$ cat config.mk
export PLATFORM = sky130hd
export DESIGN_NAME = axi_sram_bridge
export DESIGN_NICKNAME = d
export VERILOG_FILES = /design/src/rtl/axi_sram_bridge_pkg.sv /design/src/rtl/axi_sram_bridge_rd_cnt.sv /design/src/rtl/axi_sram_bridge.sv
export SDC_FILE = /design/constraint.sdc
export NUM_CORES = 1
export LEC_CHECK = 0
export BUFFER_PORTS_ARGS = -buffer_cell sky130_fd_sc_hd__buf_2
export CAP_MARGIN = 40
export CORE_AREA = 4 4 142 144
export DETAILED_ROUTE_END_ITERATION = 10
export DIE_AREA = 0 0 146 148
export GPL_ROUTABILITY_DRIVEN = 0
export PLACE_DENSITY = 0.68
export SYNTH_ARGS = -nofsm -noshare
export SYNTH_HDL_FRONTEND = slang
export SYNTH_SLANG_ARGS = --single-unit
$ cat constraint.sdc
create_clock -name clk -period 2.6 [get_ports clk]
set_clock_uncertainty 0.2 [all_clocks]
set_input_delay 0.13 -clock clk [delete_from_list [all_inputs] [get_ports clk]]
set_output_delay 0.13 -clock clk [all_outputs]
set_load 0.05 [all_outputs]
$ cat src/rtl/axi_sram_bridge_pkg.sv
// Shared IDs, FSM encodings, AXI tie-off constants and request payloads for the SRAM-to-AXI bridge.
package axi_sram_bridge_pkg;

  localparam int unsigned ADDR_W   = 32;
  localparam int unsigned DATA_W   = 32;
  localparam int unsigned ID_W     = 4;
  localparam int unsigned STRB_W   = 4;
  localparam int unsigned SIZE_W   = 2;
  localparam int unsigned AXSIZE_W = 3;

  localparam logic [ID_W-1:0] ID_INST = ID_W'(0);
  localparam logic [ID_W-1:0] ID_DATA = ID_W'(1);

  // Single-beat INCR transfers, normal access, fixed write id.
  localparam logic [3:0]      AX_LEN   = 4'd0;
  localparam logic [1:0]      AX_BURST = 2'b01;
  localparam logic [1:0]      AX_LOCK  = 2'b00;
  localparam logic [3:0]      AX_CACHE = 4'b0000;
  localparam logic [2:0]      AX_PROT  = 3'b000;
  localparam logic [ID_W-1:0] WR_ID    = ID_W'(1);
  localparam logic            W_LAST   = 1'b1;

  typedef enum logic {
    AR_IDLE = 1'b0,
    AR_SEND = 1'b1
  } ar_state_e;

  typedef enum logic [1:0] {
    W_IDLE = 2'd0,
    W_SEND = 2'd1,
    W_RESP = 2'd2
  } w_state_e;

  typedef struct packed {
    logic [ID_W-1:0]     id;
    logic [ADDR_W-1:0]   addr;
    logic [AXSIZE_W-1:0] size;
  } ar_req_t;

  typedef struct packed {
    logic [ADDR_W-1:0]   addr;
    logic [AXSIZE_W-1:0] size;
    logic [DATA_W-1:0]   data;
    logic [STRB_W-1:0]   strb;
  } aw_req_t;

  // SRAM size code to AXI AxSIZE.
  function automatic logic [AXSIZE_W-1:0] to_axsize(input logic [SIZE_W-1:0] size);
    return {1'b0, size};
  endfunction

endpackage

$ cat src/rtl/axi_sram_bridge_rd_cnt.sv
// Outstanding-read counter for one AXI read id, saturating at 0 and MAX_OUT.
module axi_rd_cnt #(
  parameter  int unsigned MAX_OUT = 2,
  localparam int unsigned CW      = $clog2(MAX_OUT + 1)
) (
  input  logic          clk,
  input  logic          resetn,
  input  logic          inc,
  input  logic          dec,
  output logic [CW-1:0] cnt
);

  // Count grants up and R handshakes down; simultaneous events cancel.
  always_ff @(posedge clk) begin
    if (!resetn) begin
      cnt <= '0;
    end else if (inc && !dec && (cnt != CW'(MAX_OUT))) begin
      cnt <= cnt + CW'(1);
    end else if (dec && !inc && (cnt != '0)) begin
      cnt <= cnt - CW'(1);
    end
  end

endmodule

$ cat src/rtl/axi_sram_bridge.sv
// Bridges the inst-fetch and data SRAM-like ports onto one AXI3 master, data port first.
module axi_sram_bridge
  import axi_sram_bridge_pkg::*;
#(
  parameter int unsigned MAX_OUT = 2
) (
  input  logic                clk,
  input  logic                resetn,
  // instruction port
  input  logic                inst_sram_req,
  input  logic [SIZE_W-1:0]   inst_sram_size,
  input  logic [ADDR_W-1:0]   inst_sram_addr,
  output logic                inst_sram_addr_ok,
  output logic                inst_sram_data_ok,
  output logic [DATA_W-1:0]   inst_sram_rdata,
  // data port
  input  logic                data_sram_req,
  input  logic                data_sram_wr,
  input  logic [SIZE_W-1:0]   data_sram_size,
  input  logic [STRB_W-1:0]   data_sram_wstrb,
  input  logic [ADDR_W-1:0]   data_sram_addr,
  input  logic [DATA_W-1:0]   data_sram_wdata,
  output logic                data_sram_addr_ok,
  output logic                data_sram_data_ok,
  output logic [DATA_W-1:0]   data_sram_rdata,
  // AR channel
  output logic [ID_W-1:0]     arid,
  output logic [ADDR_W-1:0]   araddr,
  output logic [3:0]          arlen,
  output logic [AXSIZE_W-1:0] arsize,
  output logic [1:0]          arburst,
  output logic [1:0]          arlock,
  output logic [3:0]          arcache,
  output logic [2:0]          arprot,
  output logic                arvalid,
  input  logic                arready,
  // R channel
  input  logic [ID_W-1:0]     rid,
  input  logic [DATA_W-1:0]   rdata,
  input  logic                rvalid,
  output logic                rready,
  // AW channel
  output logic [ID_W-1:0]     awid,
  output logic [ADDR_W-1:0]   awaddr,
  output logic [3:0]          awlen,
  output logic [AXSIZE_W-1:0] awsize,
  output logic [1:0]          awburst,
  output logic [1:0]          awlock,
  output logic [3:0]          awcache,
  output logic [2:0]          awprot,
  output logic                awvalid,
  input  logic                awready,
  // W channel
  output logic [ID_W-1:0]     wid,
  output logic [DATA_W-1:0]   wdata,
  output logic [STRB_W-1:0]   wstrb,
  output logic                wlast,
  output logic                wvalid,
  input  logic                wready,
  // B channel
  input  logic                bvalid,
  output logic                bready
);

  localparam int unsigned CNT_W = $clog2(MAX_OUT + 1);

  ar_state_e ar_state, ar_state_d;
  w_state_e  w_state,  w_state_d;

  ar_req_t ar_q, ar_d;
  logic    arvalid_q, arvalid_d;
  aw_req_t aw_q, aw_d;
  logic    awvalid_q, awvalid_d;
  logic    wvalid_q, wvalid_d;

  logic              inst_ok_q, inst_ok_d;
  logic [DATA_W-1:0] inst_rdata_q, inst_rdata_d;
  logic              data_ok_q, data_ok_d;
  logic [DATA_W-1:0] data_rdata_q, data_rdata_d;

  logic [CNT_W-1:0] inst_cnt, data_cnt;
  logic             inst_full, data_full, data_empty;
  logic             data_rd_elig, inst_rd_elig, store_elig;
  logic             data_rd_grant, inst_grant, store_acc;
  logic             r_hs, r_inst, r_data;

  assign inst_full  = (inst_cnt == CNT_W'(MAX_OUT));
  assign data_full  = (data_cnt == CNT_W'(MAX_OUT));
  assign data_empty = (data_cnt == '0);

  // Responses are only ever owed for granted requests, so R and B are always accepted.
  assign rready = 1'b1;
  assign bready = 1'b1;

  assign r_hs   = rvalid & rready;
  assign r_inst = r_hs & (rid == ID_INST);
  assign r_data = r_hs & (rid == ID_DATA);

  // Data loads wait for any store to finish; stores wait for data loads to drain.
  assign data_rd_elig = data_sram_req & ~data_sram_wr & ~data_full & (w_state == W_IDLE);
  assign inst_rd_elig = inst_sram_req & ~inst_full;
  assign store_elig   = data_sram_req & data_sram_wr & data_empty &
                        ~((ar_state == AR_SEND) & (ar_q.id == ID_DATA));

  axi_rd_cnt #(.MAX_OUT(MAX_OUT)) u_inst_cnt (
    .clk    (clk),
    .resetn (resetn),
    .inc    (inst_grant),
    .dec    (r_inst),
    .cnt    (inst_cnt)
  );

  axi_rd_cnt #(.MAX_OUT(MAX_OUT)) u_data_cnt (
    .clk    (clk),
    .resetn (resetn),
    .inc    (data_rd_grant),
    .dec    (r_data),
    .cnt    (data_cnt)
  );

  // AR FSM: one grant per idle cycle, data read over inst read, hold until arready.
  always_comb begin
    ar_state_d    = ar_state;
    ar_d          = ar_q;
    arvalid_d     = arvalid_q;
    data_rd_grant = 1'b0;
    inst_grant    = 1'b0;
    case (ar_state)
      AR_IDLE: begin
        if (data_rd_elig) begin
          data_rd_grant = 1'b1;
          ar_d.id       = ID_DATA;
          ar_d.addr     = data_sram_addr;
          ar_d.size     = to_axsize(data_sram_size);
          arvalid_d     = 1'b1;
          ar_state_d    = AR_SEND;
        end else if (inst_rd_elig) begin
          inst_grant    = 1'b1;
          ar_d.id       = ID_INST;
          ar_d.addr     = inst_sram_addr;
          ar_d.size     = to_axsize(inst_sram_size);
          arvalid_d     = 1'b1;
          ar_state_d    = AR_SEND;
        end
      end
      AR_SEND: begin
        if (arready) begin
          arvalid_d  = 1'b0;
          ar_state_d = AR_IDLE;
        end
      end
      default: begin
        arvalid_d  = 1'b0;
        ar_state_d = AR_IDLE;
      end
    endcase
  end

  // W FSM: issue AW and W together, retire each on its own handshake, then wait for B.
  always_comb begin
    w_state_d = w_state;
    aw_d      = aw_q;
    awvalid_d = awvalid_q;
    wvalid_d  = wvalid_q;
    store_acc = 1'b0;
    case (w_state)
      W_IDLE: begin
        if (store_elig) begin
          store_acc = 1'b1;
          aw_d.addr = data_sram_addr;
          aw_d.size = to_axsize(data_sram_size);
          aw_d.data = data_sram_wdata;
          aw_d.strb = data_sram_wstrb;
          awvalid_d = 1'b1;
          wvalid_d  = 1'b1;
          w_state_d = W_SEND;
        end
      end
      W_SEND: begin
        awvalid_d = awvalid_q & ~awready;
        wvalid_d  = wvalid_q & ~wready;
        if (!awvalid_d && !wvalid_d) begin
          w_state_d = W_RESP;
        end
      end
      W_RESP: begin
        if (bvalid) begin
          w_state_d = W_IDLE;
        end
      end
      default: begin
        awvalid_d = 1'b0;
        wvalid_d  = 1'b0;
        w_state_d = W_IDLE;
      end
    endcase
  end

  // Response routing: R data goes to the port named by rid, B completes the store.
  always_comb begin
    inst_ok_d    = r_inst;
    inst_rdata_d = r_inst ? rdata : inst_rdata_q;
    data_ok_d    = r_data | ((w_state == W_RESP) & bvalid);
    data_rdata_d = r_data ? rdata : data_rdata_q;
  end

  // State and output registers.
  always_ff @(posedge clk) begin
    if (!resetn) begin
      ar_state     <= AR_IDLE;
      w_state      <= W_IDLE;
      ar_q         <= '0;
      arvalid_q    <= 1'b0;
      aw_q         <= '0;
      awvalid_q    <= 1'b0;
      wvalid_q     <= 1'b0;
      inst_ok_q    <= 1'b0;
      inst_rdata_q <= '0;
      data_ok_q    <= 1'b0;
      data_rdata_q <= '0;
    end else begin
      ar_state     <= ar_state_d;
      w_state      <= w_state_d;
      ar_q         <= ar_d;
      arvalid_q    <= arvalid_d;
      aw_q         <= aw_d;
      awvalid_q    <= awvalid_d;
      wvalid_q     <= wvalid_d;
      inst_ok_q    <= inst_ok_d;
      inst_rdata_q <= inst_rdata_d;
      data_ok_q    <= data_ok_d;
      data_rdata_q <= data_rdata_d;
    end
  end

  assign inst_sram_addr_ok = inst_grant;
  assign data_sram_addr_ok = data_rd_grant | store_acc;
  assign inst_sram_data_ok = inst_ok_q;
  assign inst_sram_rdata   = inst_rdata_q;
  assign data_sram_data_ok = data_ok_q;
  assign data_sram_rdata   = data_rdata_q;

  assign arid    = ar_q.id;
  assign araddr  = ar_q.addr;
  assign arsize  = ar_q.size;
  assign arvalid = arvalid_q;
  assign arlen   = AX_LEN;
  assign arburst = AX_BURST;
  assign arlock  = AX_LOCK;
  assign arcache = AX_CACHE;
  assign arprot  = AX_PROT;

  assign awid    = WR_ID;
  assign awaddr  = aw_q.addr;
  assign awsize  = aw_q.size;
  assign awvalid = awvalid_q;
  assign awlen   = AX_LEN;
  assign awburst = AX_BURST;
  assign awlock  = AX_LOCK;
  assign awcache = AX_CACHE;
  assign awprot  = AX_PROT;

  assign wid     = WR_ID;
  assign wdata   = aw_q.data;
  assign wstrb   = aw_q.strb;
  assign wlast   = W_LAST;
  assign wvalid  = wvalid_q;

endmodule

==> summary.md <==
* clkbuf_16 — Clk Tree Root Cell
* 0.42 ns — insertion delay to the later sink of the worst-skew pair
* 35 — number of unique standard cell types used by synthesis
* 9 — peak fanout along the critical path
* 7.76 um^2 — per-instance average area after synthesis
* dfxtp_1 — most used flip-flop cell after synthesis
* 35.3% — share of total power in the clock network
* 0 — count of maximum capacitance violations
* 0.0216 mm^2 — Die Footprint
* 0% — proportion of synthesized flip-flops having asynchronous set or reset
* 4.80 — drt via density
* 7190 uW — final total power
* 0 — final setup violation count
* register to output port — critical path start-end classification
* 15.5 um — routed wire length per instance
* 0 — Synth warnings
* 372 — number of top-level pins
* 37.3% — effective utilization at floorplan
* 444 uV — maximum ir drop on the vdd rail
* 22.8% — combinational share of power
* 5 — number of detailed-route iterations in the first pass
* 61.6% — worst rel slew slack
* 17 — clock buffers created by TritonCTS
* output port — critical path capture point type
* 17.5% — fraction of the mapped netlist area in compound gates
* 53.1% — area overhead of the layout relative to synthesis
* 2.38 ns — Final min period
* 0 — remaining antenna violation count
* 0.251% — Synth Area in XOR/XNOR
* 0 — antenna violations before repair
* 900 — gate count of the mapped netlist
* 7483 — via count of the first global-routing pass
* register — startpoint types
* 473 — count of routing violations after the opening detailed-route iteration
* 181 — sinks on the clock net
* 325 — Port Buffers
* 15700 um — detailed placement HPWL
* 2.27 ns — data required time at the worst endpoint
* 1490 — Nets
* 181 — flip-flop and latch count after synthesis
* 0.07 ns — Reg clk slew, reported paths
* dfxtp_1 — cell taking the most area after synthesis
* finished, final reports clean — status
* 2420 uW — reported net switching power
* 421 MHz — peak clock frequency supported by timing
* primary input to register — type of the worst min-delay path
* 148 um — die span in y
* 0.0187 mm^2 — core outline area
* 24600 um — routed wire length
* 7620 — total via count in the routed design
* dfxtp_1, nand2_1, a21oi_1, buf_4, a31oi_1 — largest cells by area after synthesis
* 50 — Rows
* 0.00487 uW — leakage power
* 0.00289 mm^2 — total area of multi-input combinational cells
* 4 — Max H-tree Level
* 4770 uW — cell-internal power
* 0 — final count of hold timing violations
* 0.00698 mm^2 — Mapped Area
* 0 — number of slew-limit violations in the final report
* 21.0% — basic-gate share of the synthesized area counting and, or, nand and nor cells
* 33.7% — switching share of power
* 91.4% — fraction of the cycle the final worst path needs
* 51.9% — share of Yosys cell area claimed by the top area cell type
* 1670 — fill count
* 0 — number of synthesized flops with an enable pin
* 38400 um — first-pass GRT wire length
* 28.5% — fraction of layout cells with a size suffix above 1
* 0% — arithmetic-cell share of the synthesized area counting full adders, half adders and majority gates
* 0.0514 ns — worst slack on hold paths
* 21.6% — Global Route Usage Sum
* 41.9% — part of the power in registers
* 57.1% — core occupancy in the finished layout
* 0.00362 mm^2 — sequential standard cell area
* 146 um — Die X-Extent
* simple AND/OR/NAND/NOR gates — combinational family with the most area after synthesis
* 0 ns — total negative setup slack
* 673 mW/mm^2 — power density of the placed cells
* 0.568 ns — Worst-Margin Slew
* no — setup repair after global routing missed its margin
* 0% — share of synthesized area spent on multiplexers
* 51.9% — fraction of the yosys area taken by sequential cells
* 2.05 ns — data arrival time of the critical path
* 0 — residual overflow from global routing
* 0 — count of antenna diodes in the layout
* yes — CTS tree
* 0 — number of DRC violations after detailed routing
* 2 — number of buffers between clock root and the deepest sink
* 71 — largest net degree at the start of global routing
per-layer routing:
metal	track usage, %	vias up	routed length [um]
met5	0	-	0
met4	9.64	0	856
met3	6.74	61	2010
met2	37.8	340	12200
met1	24.4	3466	9440
li1	-	3753	-
logic make-up after synthesis:
group	Yosys count
compound gates	226
xor+xnor	2
buf+inv	116
flops	181
other cells	2
simple gates	373
registers in the layout, summed over array words and instances (netlist names):
| signal | cells |
|---|---|
| data_sram_rdata | 32 |
| araddr | 32 |
| u_data_cnt.cnt | 2 |
| awsize | 2 |
| wvalid | 1 |
| ar_state | 1 |
| awaddr | 32 |
| w_state | 2 |
| awvalid | 1 |
| arsize | 2 |
| inst_sram_rdata | 32 |
| wstrb | 4 |
| inst_sram_data_ok | 1 |
| u_inst_cnt.cnt | 2 |
| wdata | 32 |
| arvalid | 1 |
| data_sram_data_ok | 1 |
| arid | 1 |
repair_timing:
action | in CTS | in global routing
endpoints found under the hold margin | 176 | 0
endpoints found under the setup margin | 0 | 1
hold buffers | 143 | 0
resized for setup | 0 | 1
setup buffers | 0 | 3
cells in the mapped netlist, types with 2 or more instances:
library cell  instances
dfxtp_1             181
buf_2                 5
conb_1                2
nor4b_1               3
nor2_1                6
nand2_1             347
o21ai_0               4
a21oi_1             145
inv_1                 4
xnor2_1               2
buf_4                46
a31oi_1              34
a211oi_1              3
buf_6                 4
nor2b_1               4
o21ai_1              34
nand2b_1              3
clkbuf_1             56
cell type report:
type                            count  share of cell area (%)
Inverter                            4                   0.164
Multi-Input combinational cell    647                    27.0
Clock buffer                       18                    4.01
Clock inverter                     14                    1.36
Tap cell                          234                    2.74
Sequential cell                   181                    33.9
Timing Repair Buffer              489                    30.8
cell usage in the layout, fill, tap and decap left out, types with 2 or more instances in the layout:
master and n:
a31oi_1 34, clkinv_4 2, nand2b_1 3, inv_1 3, clkinvlp_4 4, buf_2 325
nand2_1 347, dlygate4sd3_1 143, conb_1 46, buf_12 6, buf_4 15, inv_6 2
o21ai_0 4, nor4b_1 3, dfxtp_1 181, a21oi_1 145, o21ai_1 34, a211oi_1 2
xnor2_1 2, inv_8 4, nor2_1 6, nor2b_1 3, clkbuf_16 17
power groups by stage:
stage | logic (uW) | clock network (uW) | registers, uW
3_5_place_dp | 1450 | 0 | 3070
4_1_cts | 1620 | 2610 | 3010
6_report | 1640 | 2540 | 3020
2_1_floorplan | 598 | 0 | 3570
3_3_place_gp | 1440 | 0 | 3070
5_1_grt | 1740 | 2710 | 3030
critical path, cell delays in order (launching register included):
cell     delay (ns)
dfxtp_1        0.38
or4b_4         0.62
nor2_1         0.17
nand2_1        0.10
nand2_1        0.08
buf_2          0.28
metrics by stage:
step                setup slack, ns  cell area (um^2)  std cells
floorplan                     0.400              7150        944
global placement              0.438              8660       1409
detailed placement            0.356              8660       1409
CTS                          0.0408             10700       1584
global route                 0.0764             10700       1587
finish                        0.223             10700       1587
worst paths after layout:
check                      start                  end  slack [ns]  cells past startpoint
max                   w_state[1]    data_sram_addr_ok        0.22                      5
min reg2reg  data_sram_rdata[10]  data_sram_rdata[10]        0.25                      2
min                       rid[0]   inst_sram_rdata[6]        0.05                      5
max reg2reg           w_state[1]           araddr[11]        0.43                      5
Power figures use the tool's default switching activity.
